--- src/rtl/i_cache_assoc_pkg.sv ---
// ============================================================================
// Module  : i_cache_assoc_pkg
// Brief   : Shared constants and state encoding for the 2-way instruction cache
// Revision: 1.0 - initial release
// ============================================================================
`default_nettype none

package i_cache_assoc_pkg;

  localparam int WORD_SIZE = 16;
  localparam int LINE_SIZE = 4;
  localparam int SET_COUNT = 2;

  // Field widths for the default geometry; instances recompute from their own parameters
  localparam int OB = $clog2(LINE_SIZE);
  localparam int IB = $clog2(SET_COUNT);
  localparam int TB = WORD_SIZE - OB - IB;

  localparam logic [0:0] IDLE = 1'b0;
  localparam logic [0:0] FILL = 1'b1;

endpackage

`default_nettype wire

--- src/rtl/i_cache_way_store.sv ---
// ============================================================================
// Module  : i_cache_way_store
// Brief   : Tag/valid/data arrays for two ways plus per-set LRU victim bits
// Revision: 1.0 - initial release
// ============================================================================
`default_nettype none

module i_cache_way_store
  import i_cache_assoc_pkg::*;
#(
  parameter int WORD_W     = WORD_SIZE,
  parameter int LINE_WORDS = LINE_SIZE,
  parameter int SETS       = SET_COUNT
) (
  input  logic                         clk,
  input  logic                         reset_n,
  input  logic                         i_flush,
  input  logic [$clog2(SETS)-1:0]      i_rd_index,
  output logic [1:0]                   o_valid,
  output logic [WORD_W-$clog2(LINE_WORDS)-$clog2(SETS)-1:0] o_tag0,
  output logic [WORD_W-$clog2(LINE_WORDS)-$clog2(SETS)-1:0] o_tag1,
  output logic [WORD_W*LINE_WORDS-1:0] o_line0,
  output logic [WORD_W*LINE_WORDS-1:0] o_line1,
  output logic                         o_lru,
  input  logic                         i_wr_en,
  input  logic                         i_wr_way,
  input  logic [$clog2(SETS)-1:0]      i_wr_index,
  input  logic [WORD_W-$clog2(LINE_WORDS)-$clog2(SETS)-1:0] i_wr_tag,
  input  logic [WORD_W*LINE_WORDS-1:0] i_wr_line,
  input  logic                         i_lru_en,
  input  logic [$clog2(SETS)-1:0]      i_lru_index,
  input  logic                         i_lru_val
);

  localparam int TAG_W  = WORD_W - $clog2(LINE_WORDS) - $clog2(SETS);
  localparam int LINE_W = WORD_W * LINE_WORDS;

  logic [SETS-1:0]   r_valid0;
  logic [SETS-1:0]   r_valid1;
  logic [SETS-1:0]   r_lru;
  logic [TAG_W-1:0]  r_tag0  [SETS];
  logic [TAG_W-1:0]  r_tag1  [SETS];
  logic [LINE_W-1:0] r_data0 [SETS];
  logic [LINE_W-1:0] r_data1 [SETS];

  assign o_valid = {r_valid1[i_rd_index], r_valid0[i_rd_index]};
  assign o_tag0  = r_tag0[i_rd_index];
  assign o_tag1  = r_tag1[i_rd_index];
  assign o_line0 = r_data0[i_rd_index];
  assign o_line1 = r_data1[i_rd_index];
  assign o_lru   = r_lru[i_rd_index];

  // Flush shares the reset path: only valid and LRU state needs clearing
  always_ff @(posedge clk) begin
    if (!reset_n || i_flush) begin
      r_valid0 <= '0;
      r_valid1 <= '0;
      r_lru    <= '0;
    end else begin
      if (i_wr_en) begin
        if (i_wr_way) r_valid1[i_wr_index] <= 1'b1;
        else          r_valid0[i_wr_index] <= 1'b1;
      end
      if (i_lru_en) r_lru[i_lru_index] <= i_lru_val;
    end
  end

  always_ff @(posedge clk) begin
    if (i_wr_en) begin
      if (i_wr_way) begin
        r_tag1[i_wr_index]  <= i_wr_tag;
        r_data1[i_wr_index] <= i_wr_line;
      end else begin
        r_tag0[i_wr_index]  <= i_wr_tag;
        r_data0[i_wr_index] <= i_wr_line;
      end
    end
  end

endmodule

`default_nettype wire

--- src/rtl/i_cache_assoc.sv ---
// ============================================================================
// Module  : i_cache_assoc
// Brief   : 2-way set-associative read-only instruction cache with LRU and perf counters
// Revision: 1.0 - initial release
// ============================================================================
`default_nettype none

module i_cache_assoc
  import i_cache_assoc_pkg::*;
#(
  parameter int WORD_W      = WORD_SIZE,
  parameter int LINE_WORDS  = LINE_SIZE,
  parameter int SETS        = SET_COUNT,
  parameter int MEM_LATENCY = 4,
  parameter int CNT_W       = 16
) (
  input  logic                         clk,
  input  logic                         reset_n,
  input  logic [WORD_W-1:0]            pc,
  input  logic                         fetch,
  input  logic                         flush,
  output logic [WORD_W-1:0]            inst,
  output logic                         inst_valid,
  output logic                         readM1,
  output logic [WORD_W-1:0]            address1,
  input  logic [WORD_W*LINE_WORDS-1:0] data1,
  output logic [CNT_W-1:0]             hit_count,
  output logic [CNT_W-1:0]             miss_count
);

  localparam int OFF_W  = $clog2(LINE_WORDS);
  localparam int IDX_W  = $clog2(SETS);
  localparam int TAG_W  = WORD_W - OFF_W - IDX_W;
  localparam int LINE_W = WORD_W * LINE_WORDS;
  localparam int CNT_LW = (MEM_LATENCY > 1) ? $clog2(MEM_LATENCY) : 1;
  localparam logic [CNT_LW-1:0] CNT_LAST = CNT_LW'(MEM_LATENCY - 1);

  logic [0:0]        r_state;
  logic [CNT_LW-1:0] r_cnt;
  logic [WORD_W-1:0] r_line_addr;
  logic [IDX_W-1:0]  r_index;
  logic              r_victim;
  logic [CNT_W-1:0]  r_hit_count;
  logic [CNT_W-1:0]  r_miss_count;

  logic [OFF_W-1:0]  w_offset;
  logic [IDX_W-1:0]  w_index;
  logic [TAG_W-1:0]  w_tag;
  logic [1:0]        w_valid;
  logic [TAG_W-1:0]  w_tag0;
  logic [TAG_W-1:0]  w_tag1;
  logic [LINE_W-1:0] w_line0;
  logic [LINE_W-1:0] w_line1;
  logic [LINE_W-1:0] w_hit_line;
  logic [WORD_W-1:0] w_word;
  logic              w_lru;
  logic              w_hit0;
  logic              w_hit1;
  logic              w_hit_way;
  logic              w_hit_fire;
  logic              w_miss_fire;
  logic              w_fill_done;
  logic              w_victim;

  assign w_offset = pc[OFF_W-1:0];
  assign w_index  = pc[OFF_W +: IDX_W];
  assign w_tag    = pc[WORD_W-1 -: TAG_W];

  assign w_hit0    = w_valid[0] && (w_tag0 == w_tag);
  assign w_hit1    = w_valid[1] && (w_tag1 == w_tag);
  assign w_hit_way = !w_hit0;
  assign w_hit_line = w_hit0 ? w_line0 : w_line1;

  assign w_hit_fire  = (r_state == IDLE) && fetch && (w_hit0 || w_hit1) && !flush;
  assign w_miss_fire = (r_state == IDLE) && fetch && !(w_hit0 || w_hit1) && !flush;
  assign w_fill_done = (r_state == FILL) && (r_cnt == CNT_LAST) && !flush;
  assign w_victim    = !w_valid[0] ? 1'b0 : (!w_valid[1] ? 1'b1 : w_lru);

  // Word 0 sits in the most significant slice of the line
  always_comb begin
    w_word = '0;
    for (int k = 0; k < LINE_WORDS; k++) begin
      if (w_offset == OFF_W'(k)) w_word = w_hit_line[(LINE_WORDS-1-k)*WORD_W +: WORD_W];
    end
  end

  assign inst_valid = w_hit_fire;
  assign inst       = w_hit_fire ? w_word : '0;
  assign readM1     = (r_state == FILL);
  assign address1   = (r_state == FILL) ? r_line_addr : '0;
  assign hit_count  = r_hit_count;
  assign miss_count = r_miss_count;

  i_cache_way_store #(
    .WORD_W     (WORD_W),
    .LINE_WORDS (LINE_WORDS),
    .SETS       (SETS)
  ) u_store (
    .clk         (clk),
    .reset_n     (reset_n),
    .i_flush     (flush),
    .i_rd_index  (w_index),
    .o_valid     (w_valid),
    .o_tag0      (w_tag0),
    .o_tag1      (w_tag1),
    .o_line0     (w_line0),
    .o_line1     (w_line1),
    .o_lru       (w_lru),
    .i_wr_en     (w_fill_done),
    .i_wr_way    (r_victim),
    .i_wr_index  (r_index),
    .i_wr_tag    (r_line_addr[WORD_W-1 -: TAG_W]),
    .i_wr_line   (data1),
    .i_lru_en    (w_fill_done || w_hit_fire),
    .i_lru_index (w_fill_done ? r_index : w_index),
    .i_lru_val   (w_fill_done ? !r_victim : !w_hit_way)
  );

  always_ff @(posedge clk) begin
    if (!reset_n) begin
      r_state      <= IDLE;
      r_cnt        <= '0;
      r_line_addr  <= '0;
      r_index      <= '0;
      r_victim     <= 1'b0;
      r_hit_count  <= '0;
      r_miss_count <= '0;
    end else if (flush) begin
      r_state <= IDLE;
    end else begin
      case (r_state)
        IDLE: begin
          if (w_hit_fire) begin
            if (r_hit_count != '1) r_hit_count <= r_hit_count + CNT_W'(1);
          end else if (w_miss_fire) begin
            r_line_addr <= {pc[WORD_W-1:OFF_W], OFF_W'(0)};
            r_index     <= w_index;
            r_victim    <= w_victim;
            r_cnt       <= '0;
            r_state     <= FILL;
            if (r_miss_count != '1) r_miss_count <= r_miss_count + CNT_W'(1);
          end
        end
        default: begin
          r_cnt <= r_cnt + CNT_LW'(1);
          if (r_cnt == CNT_LAST) r_state <= IDLE;
        end
      endcase
    end
  end

endmodule

`default_nettype wire

--- config.mk ---
export PLATFORM = sky130hd
export DESIGN_NAME = i_cache_assoc
export DESIGN_NICKNAME = d
export VERILOG_FILES = /design/src/rtl/i_cache_assoc_pkg.sv /design/src/rtl/i_cache_way_store.sv /design/src/rtl/i_cache_assoc.sv
export SDC_FILE = /design/constraint.sdc
export NUM_CORES = 1
export LEC_CHECK = 0
export BUFFER_PORTS_ARGS = -buffer_cell sky130_fd_sc_hd__buf_2
export CAP_MARGIN = 20
export CORE_UTILIZATION = 57
export CTS_CLUSTER_SIZE = 16
export DETAILED_ROUTE_END_ITERATION = 8
export PLACE_DENSITY_LB_ADDON = 0.08
export SYNTH_ARGS = -nofsm -noshare
export SYNTH_HDL_FRONTEND = slang
export SYNTH_SLANG_ARGS = --single-unit
--- constraint.sdc ---
create_clock -name clk -period 8.5 [get_ports clk]
set_input_delay 0.85 -clock clk [delete_from_list [all_inputs] [get_ports clk]]
set_output_delay 0.85 -clock clk [all_outputs]
set_load 0.02 [all_outputs]
Yosys cells after proc, flatten, opt, wreduce, memory -nomap -nowiden --
Memories as Yosys holds them, arrays and structs flattened. Cells that the tools add are included.
Word-level totals: register bits after elaboration 57, bits in writable memories 308, input port bits 84, word-level logic and storage cells 100, memories kept 4
Cells by class: add/subtract/negate cells 3, $lt $le $gt $ge 5, eq/ne operators 9, multiplexer cells 35, bitwise logic cells 7, reductions and logical operators 27
Memories:
- u_store.r_data0 | depth 2, width 64, read ports 1, clocked after Yosys merged registers in 0, write ports 1, RTL line i_cache_way_store.sv:43 | logic [LINE_W-1:0] r_data0 [SETS];
- u_store.r_data1 | depth 2, width 64, read ports 1, clocked after Yosys merged registers in 0, write ports 1, RTL line i_cache_way_store.sv:44 | logic [LINE_W-1:0] r_data1 [SETS];
- u_store.r_tag0 | depth 2, width 13, read ports 1, clocked after Yosys merged registers in 0, write ports 1, RTL line i_cache_way_store.sv:41 | logic [TAG_W-1:0] r_tag0 [SETS];
- u_store.r_tag1 | depth 2, width 13, read ports 1, clocked after Yosys merged registers in 0, write ports 1, RTL line i_cache_way_store.sv:42 | logic [TAG_W-1:0] r_tag1 [SETS];
Operator list (count):
- 2-to-1 mux 16 bit | 6
- 2-to-1 mux 64 bit | 1
- adder 16 x 1 -> 16 bit, second input constant | 2
- != test 16 bit, second input constant | 2
- == test 13 bit | 2
- 2-to-1 mux 1 bit | 22
- logical AND 1 bit | 11
- AND reduction 4 bit | 2
- == test 2 bit, second input constant | 3
- < comparator 1 x 2 -> 1 bit, second input constant | 3
- 2-to-1 mux 2 bit | 3
- NOT 1 bit | 5
- AND reduction 5 bit | 1
- zero test 1 bit | 4
- bitwise OR 2 bit | 2
- AND reduction 2 bit | 2
- logical OR 1 bit | 3
- AND reduction 3 bit | 1
- adder 2 x 1 -> 2 bit, second input constant | 1
- bitwise mux 2 bit | 1
- demux 1 bit (select 1 bit) | 2
- == test 2 x 1 -> 1 bit, second input constant | 1
- greater-or-equal comparator 1 bit, second input constant | 2
- zero test 2 bit | 1
- other kinds (3) | 3

Depth between registers and ports, before layout --
Gate-level depths: netlist (run 1).
depth after elaboration 10, gate-level depth with buffers 12, mapped depth without buffers 8

Modules after synthesis --
From an unflattened synthesis (run 1), not the netlist that was laid out.
Unflattened totals: cells, all modules 925, area, all modules 15149.5 µm²
By module, submodules not included:
- i_cache_way_store | times used 1, cells an instance 508, area an instance 11413.4 µm², seq. area each 9369.0 µm²
- i_cache_assoc | times used 1, cells an instance 417, area an instance 3736.1 µm², seq. area each 1001.0 µm²

Least setup slack after synthesis (run 1) --
Ideal clock, no wire load.
path type input port to flip-flop, start point input port flush, end point memory u_store.r_data1[0][0] (netlist bit), enable pin, library setup time 627 ps, arrival 6936 ps, path slack 936 ps, cell stages on the path 3, path buffers 0, path through nor2b_1 -> nand2_1 -> nor3b_1
Between the ends: longest elaborated chain between the ends 4
Ends and longest elaborated chain:
- start: declaration | RTL line i_cache_assoc.sv:21 | input logic flush,
- zero test 1 bit | RTL line i_cache_assoc.sv:76 | assign w_fill_done = (r_state == FILL) && (r_cnt == CNT_LAST) && !flush;
- logical AND 1 bit | RTL line i_cache_assoc.sv:76
- 2-to-1 mux 1 bit | RTL line i_cache_way_store.sv:69 | if (i_wr_en) begin
- 2-to-1 mux 1 bit (not written as such) | RTL line i_cache_way_store.sv:72 | r_data1[i_wr_index] <= i_wr_line;
- end: declaration | RTL line i_cache_way_store.sv:44
No other way between the ends.

Worst setup path in the final report (run 1) --
start point input port pc[2], end point output port inst[15]
Between the ends: longest elaborated chain between the ends 9
Ends and longest elaborated chain:
- start: declaration | RTL line i_cache_assoc.sv:19 | input logic [WORD_W-1:0] pc,
- memory (2 x 13 bit) or 2-to-1 mux 1 bit (tied branches)
- == test 13 bit or 2-to-1 mux 1 bit (tied branches) | RTL line i_cache_assoc.sv:69, i_cache_way_store.sv:46
- logical AND 1 bit | RTL line i_cache_assoc.sv:69 | assign w_hit0 = w_valid[0] && (w_tag0 == w_tag);
- 2-to-1 mux 64 bit | RTL line i_cache_assoc.sv:72 | assign w_hit_line = w_hit0 ? w_line0 : w_line1;
- 2-to-1 mux 16 bit (4 in series) | RTL line i_cache_assoc.sv:83 | if (w_offset == OFF_W'(k)) w_word = w_hit_line[(LINE_WORDS-1-k)*WORD_W +: WORD_W];
- 2-to-1 mux 16 bit (*) | RTL line i_cache_assoc.sv:88 | assign inst = w_hit_fire ? w_word : '0;
- end: declaration | RTL line i_cache_assoc.sv:22 | output logic [WORD_W-1:0] inst,
Every way passes the cells marked *; elsewhere a longest branch is shown, timed or not. The select of a mux whose other input is x is not followed.

==> flow_summary.toml, run 1 <==
[grt]
grt_max_degree = 66
grt-ovfl-total = 0
grt_usage_pct = 22.4
first_global_vias = 8109
antenna_found_initial = 3
grt_pass1_wl_um = 45000

[setup_path]
crit_path_end_kind = "primary output"
cp_common_cell = "buf_4"
path_class = "input port to primary output"
start_kind = "input port"
cp.arrival_ps = 4750
cp_cell_sequence = "buf_4, buf_4, mux2i_1, xnor2_1, nor4_1, nand4_1, buf_4, mux2_1, a211oi_1, a31oi_1, nor2_1, buf_2"
cpPeakStageDelay_ps = 730
path_max_fanout = 45
cpMaxStageDelayCell = "buf_4"
reg2regPathDepth = 5
cp.required_ps = 7650

[hold_path]
hold_path_depth = 1
hp-class = "flip-flop to flip-flop"

[timing]
drv_slew = 0
max_slew_margin_pct = 25.3
fin_skew_ps = 15.4
hold_viol = 0
rsz0062_at_grt = "no"
timing.final.crit_share_pct = 65.8
min_period_ps = 5600
worst_pin_slew_ps = 1120
fmax_ghz = 0.179
setup_viol = 0
fin_setup_tns_ps = 0

[power_and_ir_drop]
p_comb_share_pct = 3.9
p_switching_uw = 753
internal-power_mw = 3.06
pwr-share-clk_pct = 45.1
powerDensity_nw_per_um2 = 222
ir_drop_mv = 0.183
p_leak_nw = 6.33
swShare_pct = 19.7
power_frac_seq_pct = 51.0

[job]
drv_cap = 0

[logic_synthesis]
synth_edf_count = 308
ys.flop_type = "edfxtp_1"
synth_area_sq_um = 14800
syn_inst = 920
ys_warn_count = 0
postSynth.asyncResetShare_pct = 0
yosysUniqueCellTypes = 60
synth-seq-area-share_pct = 69.9
synth-seq-cells = 364
synth_area_per_cell_sq_um = 16.1

[cts]
post_cts.repair.setup_buffers = 0
cts_hold_buf = 0
clk_pin_slew_ps = 60
cts_tree = "done"
cts_root_buf = "clkbuf_16"
cts_sinks = 364
clock_latency_ps = 520
h-tree-depth = 2
post_cts_resized = 0
cts_buffer_depth = 3
cts_made_buffers = 38

[final_layout]
final_area_sq_um = 17200
regArea_sq_um = 10400
fillerInstances = 1741
synthToLayoutAreaGrowth_pct = 15.8
multiInputGateArea_sq_um = 4220
layout-drive-gt1-share_pct = 25.5
fin_nets = 1158

[die]
die_area_sq_um = 26700
dieHeight_um = 163
rows = 58
initial_core_util_pct = 58.6
core_sq_um = 25300
die_w_um = 163
pin_count = 150

[drt]
drc = 0
ant_nets = 0
wirelength_um = 29100
post_drt_via_cell_ratio = 5.75
vias = 8261
first_iter_violations = 610
drt_first_pass_iters = 5
wl_per_cell_um = 20.3

[outcome]
status = "complete, no violations"

[place]
port_buffers = 147
place.gp.congestion = 0.784
postPlaceCellArea_sq_um = 15900
dp_hpwl_um = 17700
[synthesized netlist by cell type, types with 10 or more instances]
cell	number	area share, %
a21oi_1	11	0.37
and2_1	38	1.6
and3_1	11	0.46
clkbuf_1	30	0.76
dfxtp_1	56	7.6
edfxtp_1	308	62
inv_1	10	0.25
mux2_2	14	1.1
mux2i_1	98	6.6
mux4_2	29	4.4
nand2_1	34	0.86
nand3_1	10	0.34
nor2_1	39	0.99
nor2b_1	18	0.76
o21ai_0	17	0.57
o22ai_1	17	0.72
xnor2_1	38	2.2
[cells by family after synthesis]
group / synth area share, %
flops: 69.9
compound gates: 5.32
mux: 12.2
buf+inv: 1.90
xor+xnor: 2.66
fa+ha+maj: 0.253
simple gates: 7.72
other cells: 0.0253
[critical path, delay by kind of cell]
kind / cells / cell delay (ps)
buffers and inverters: 4 / 1900
xor gates and xnor gates: 1 / 110
and+or+nand+nor: 3 / 870
AOI/OAI and AO/OA: 2 / 290
muxes: 2 / 680
[area by class of cell]
class | instances | share of cell area [%]
inverters | 10 | 0.218
diodes | 5 | 0.0728
repair buffers | 159 | 4.82
well taps | 330 | 2.40
clock inverters | 23 | 1.78
clock buffers | 47 | 5.85
multi-input cells | 498 | 24.5
flip-flops and latches | 364 | 60.3
[power groups by stage]
stage                     combinational (mW)  clock [mW]  sequential, mW
after floorplan                       0.0923           0            1.98
after global routing                   0.161        1.82            1.94
after CTS                              0.150        1.75            1.94
after detailed placement               0.149           0            1.98
after global placement                 0.147           0            1.98
final                                  0.148        1.72            1.94
[sequential cells by signal, summed over array words and instances (netlist names)]
| name | count |
|---|---|
| u_store.r_valid0 | 2 |
| u_store.r_tag1 | 26 |
| u_store.r_data1 | 128 |
| u_store.r_lru | 2 |
| r_victim | 1 |
| u_store.r_tag0 | 26 |
| r_line_addr | 14 |
| miss_count | 16 |
| r_cnt | 2 |
| readM1 | 1 |
| u_store.r_valid1 | 2 |
| hit_count | 16 |
| u_store.r_data0 | 128 |
[metal layers]
metal,up-vias,share of wire (%),track usage [%]
met4,0,1.5,5.40
met2,226,50,38.4
met5,-,0,0
li1,3877,-,-
met1,4116,43,29.2
met3,42,5.9,4.49
[path summary, 6_finish.rpt]
check	from	slack, ps	endpoint
hold / removal	r_cnt[0]$_SDFFE_PN0P_	460	r_cnt[0]$_SDFFE_PN0P_
setup reg to reg	readM1$_SDFF_PP0_	5360	u_store.r_data0[1][57]$_DFFE_PP_
hold reg to reg	r_cnt[0]$_SDFFE_PN0P_	460	r_cnt[0]$_SDFFE_PN0P_
setup / recovery	pc[2]	2900	inst[15]
[layout by cell type, fill, tap and decap left out, types with 4 or more instances in the layout]
master / instances
edfxtp_1: 308
buf_2: 146
mux2i_1: 98
dfxtp_1: 56
nor2_1: 39
clkbuf_16: 39
and2_1: 38
xnor2_1: 38
nand2_1: 34
mux4_2: 29
o22ai_1: 17
o21ai_0: 17
nor2b_1: 17
mux2_2: 14
buf_4: 13
a21oi_1: 11
and3_1: 11
inv_1: 10
nand3_1: 10
a211oi_1: 9
a22oi_1: 9
nand4_1: 9
nand2b_1: 8
a32oi_1: 8
o221ai_1: 8
clkbuf_1: 8
xor2_1: 7
bufinv_16: 7
clkinv_2: 6
clkinv_1: 6
diode_2: 5
nor4_1: 5
and4_1: 5
o211ai_1: 4
or3_1: 4
[per-stage QoR]
step,hold WS (ps),instances,total power [mW],setup WS [ps],utilization (%)
6_report,464,1436,3.81,2900,67.9
5_1_grt,495,1431,3.92,2580,67.8
4_1_cts,466,1431,3.84,2760,67.8
3_5_place_dp,455,1361,2.13,2770,62.6
3_3_place_gp,446,1361,2.13,2800,62.6
2_1_floorplan,429,921,2.07,936,-
Note: power is estimated with default switching activity, not from simulation.
==> run 2: changes to the inputs <==
--- a/config.mk
+++ b/config.mk
@@ -5,6 +5,7 @@
 export SDC_FILE = /design/constraint.sdc
 export NUM_CORES = 1
 export LEC_CHECK = 0
+export ABC_AREA = 1
 export BUFFER_PORTS_ARGS = -buffer_cell sky130_fd_sc_hd__buf_2
 export CAP_MARGIN = 20
 export CORE_UTILIZATION = 57
==> constraint.sdc (replaced) <==
create_clock -name clk -period 5.8 [get_ports clk]
set_input_delay 0.58 -clock clk [delete_from_list [all_inputs] [get_ports clk]]
set_output_delay 0.58 -clock clk [all_outputs]
set_load 0.02 [all_outputs]
==> run 2 against run 1 <==
  * Routed wire length grew 20%
  * Global-route usage is 2.9 points higher
  * Synthesized cell count grew 59%
  * Synthesized area up 4.1%
  * Highest routed layer is now met5
  * Via count is 33% higher
  * First-iteration DRC count up 92%
  * Power grew 44%
  * Flip-flop and latch count is the same
  * Combinational power up 66%
  * Setup slack worse by 1500 ps
  * Critical endpoint is now inst[6]
  * Sequential share of layout area decreased by 1.6 points
  * Largest cell class unchanged
  * Final cell count is 37% higher
==> flow_summary.toml, run 2 <==
[timing]
rsz0062_at_grt = "no"
max_slew_margin_pct = 26.9
fin_skew_ps = 7.11
drv_slew = 0
hold_viol = 0
hold_slack_ps = 274
fmax_ghz = 0.229
timing.final.crit_share_pct = 75.4
worst_pin_slew_ps = 1100
fin_setup_tns_ps = 0
min_period_ps = 4370
setup_viol = 0

[final_layout]
final_util_pct = 67.1
layout_common_cells = "nand2_1 (374), edfxtp_1 (308), nor2_1 (182)"
largestRegisters = "u_store.r_data0 (128), u_store.r_data1 (128)"
final_common_cell = "nand2_1"
synthToLayoutAreaGrowth_pct = 14.4
fin_nets = 1691
fin_cells = 1971
layout-drive-gt1-share_pct = 15.0

[die]
dieHeight_um = 167
die_w_um = 167
initial_core_util_pct = 58.6
die_area_sq_um = 27800
core_sq_um = 26400
rows = 59
pin_count = 150

[drt]
wirelength_um = 35100
vias = 11000
wl_per_cell_um = 17.8
post_drt_via_cell_ratio = 5.57
drt_first_pass_iters = 5
ant_nets = 0
drc = 0
first_iter_violations = 1169

[place]
place.gp.congestion = 0.905
place_inst = 1899
port_buffers = 147
dp_hpwl_um = 21500

[logic_synthesis]
synthTopCellsByCount = "nand2_1 (375), edfxtp_1 (308), nor2_1 (185)"
synth_area_per_cell_sq_um = 10.5
syn_inst = 1467
synth_edf_count = 308
synth_top_cell_by_area = "edfxtp_1"
yosysTopAreaCellShare_pct = 59.9
ys.flop_type = "edfxtp_1"
yosysUniqueCellTypes = 38
ys_warn_count = 0
synth-seq-cells = 364
ys_top_cells_by_area = "edfxtp_1 (60%), nand2_1 (9.1%), dfxtp_1 (7.3%)"
synth_area_sq_um = 15400
synth-seq-area-share_pct = 67.1
synth.most_common_cell = "nand2_1"
postSynth.asyncResetShare_pct = 0

[setup_path]
cpMaxStageDelayCell = "inv_4"
path_max_fanout = 61
r2r_slack_ps = 2410
cp_cell_sequence = "buf_6, inv_4, nand2_1, nand3_1, nand2_1, nor2_1, nand2_1, nor2_1, nand2_2, nand2_2, nand2_2, inv_2, nand3_1, nor2_1, buf_2"
cp.required_ps = 5220
start_kind = "input port"
cp.arrival_ps = 3790
path_class = "input port to primary output"
crit_path_end_kind = "primary output"
cpPeakStageDelay_ps = 550

[grt]
first_global_vias = 10400
grt_usage_pct = 25.3
grt_max_degree = 72
grt_pass1_wl_um = 54800
antenna_found_initial = 5
grt-ovfl-total = 0

[cts]
clk_pin_slew_ps = 60
cts_tree = "done"
clock_latency_ps = 520
cts_hold_buf = 0
h-tree-depth = 2
post_cts_resized = 0
cts_root_buf = "clkbuf_16"
cts_made_buffers = 38
cts_sinks = 364
cts_buffer_depth = 3
post_cts.repair.setup_buffers = 0

[power_and_ir_drop]
ir_drop_mv = 0.246
p_leak_nw = 6.97
powerDensity_nw_per_um2 = 310

[outcome]
status = "complete, no violations"

[hold_path]
hp-class = "input port to flip-flop"

[job]
drv_cap = 0
-- run 2: cell count changes in the layout (fill, tap and decap cells not counted), moves of 17 or more --
| cell | change |
|---|---|
| nor2b_1 | -17 |
| mux4_2 | -29 |
| a21oi_1 | +52 |
| o211ai_1 | +31 |
| nor2_1 | +143 |
| nand3_1 | +99 |
| nand2_1 | +340 |
| mux2i_1 | -65 |
| o22ai_1 | -17 |
| inv_1 | +87 |
| o21ai_0 | +33 |
| xnor2_1 | -35 |
| and2_1 | -38 |
-- run 2: routing by layer --
metal / vias to the layer above / GRT usage (%) / part of all wire [%]
met5: - / 0 / 0.086
met3: 55 / 4.13 / 7.0
met2: 404 / 39.9 / 46
met4: 6 / 7.73 / 1.8
li1: 5318 / - / -
met1: 5186 / 36.2 / 45
-- run 2: layout make-up --
class,count,area [sq um]
flip-flops and latches,364,10400
fillers,2040,8680
multi-input cells,937,4410
clock buffers,50,1070
repair buffers,159,832
well taps,335,419
inverters,104,395
clock inverters,20,169
diodes,2,5.00
-- run 2: kinds of logic after synthesis --
| kind of cell | after synthesis | share of synthesized area, % |
|---|---|---|
| AOI/OAI and AO/OA | 168 | 6.31 |
| xor gates and xnor gates | 7 | 0.397 |
| adders and majority gates | 3 | 0.243 |
| buffers and inverters | 167 | 4.48 |
| DFF | 364 | 67.1 |
| muxes | 33 | 2.14 |
| other | 1 | 0.0243 |
| and+or+nand+nor | 724 | 19.3 |
-- run 2: path summary, 6_finish.rpt --
check,startpoint,to,cells after the start
setup / recovery,pc[2],inst[6],15
hold reg to reg,u_store.r_valid0[0]$_SDFFE_PP0P_,u_store.r_valid0[0]$_SDFFE_PP0P_,1
hold / removal,data1[27],u_store.r_data0[1][27]$_DFFE_PP_,1
setup reg to reg,readM1$_SDFF_PP0_,u_store.r_data0[0][27]$_DFFE_PP_,7
-- run 2: critical path: cells and delay by family --
| family | cells | cell delay, ps |
|---|---|---|
| simple gates | 11 | 1900 |
| buf+inv | 4 | 1270 |
-- run 2: per-stage QoR --
step / instance area, sq um / worst slack (ps) / power (mW)
6_report: 17700 / 1430 / 5.48
5_1_grt: 17700 / 1230 / 5.65
3_3_place_gp: 16400 / 1490 / 3.15
4_1_cts: 17700 / 1470 / 5.52
3_5_place_dp: 16400 / 1480 / 3.15
2_1_floorplan: 15500 / 852 / 3.06
-- run 2: power by group --
part	leakage [nW]	internal [mW]	switching [mW]	total [mW]
logic	3.13	0.0790	0.166	0.245
registers	3.23	2.84	0.0126	2.85
clock network	0.611	1.43	0.951	2.38
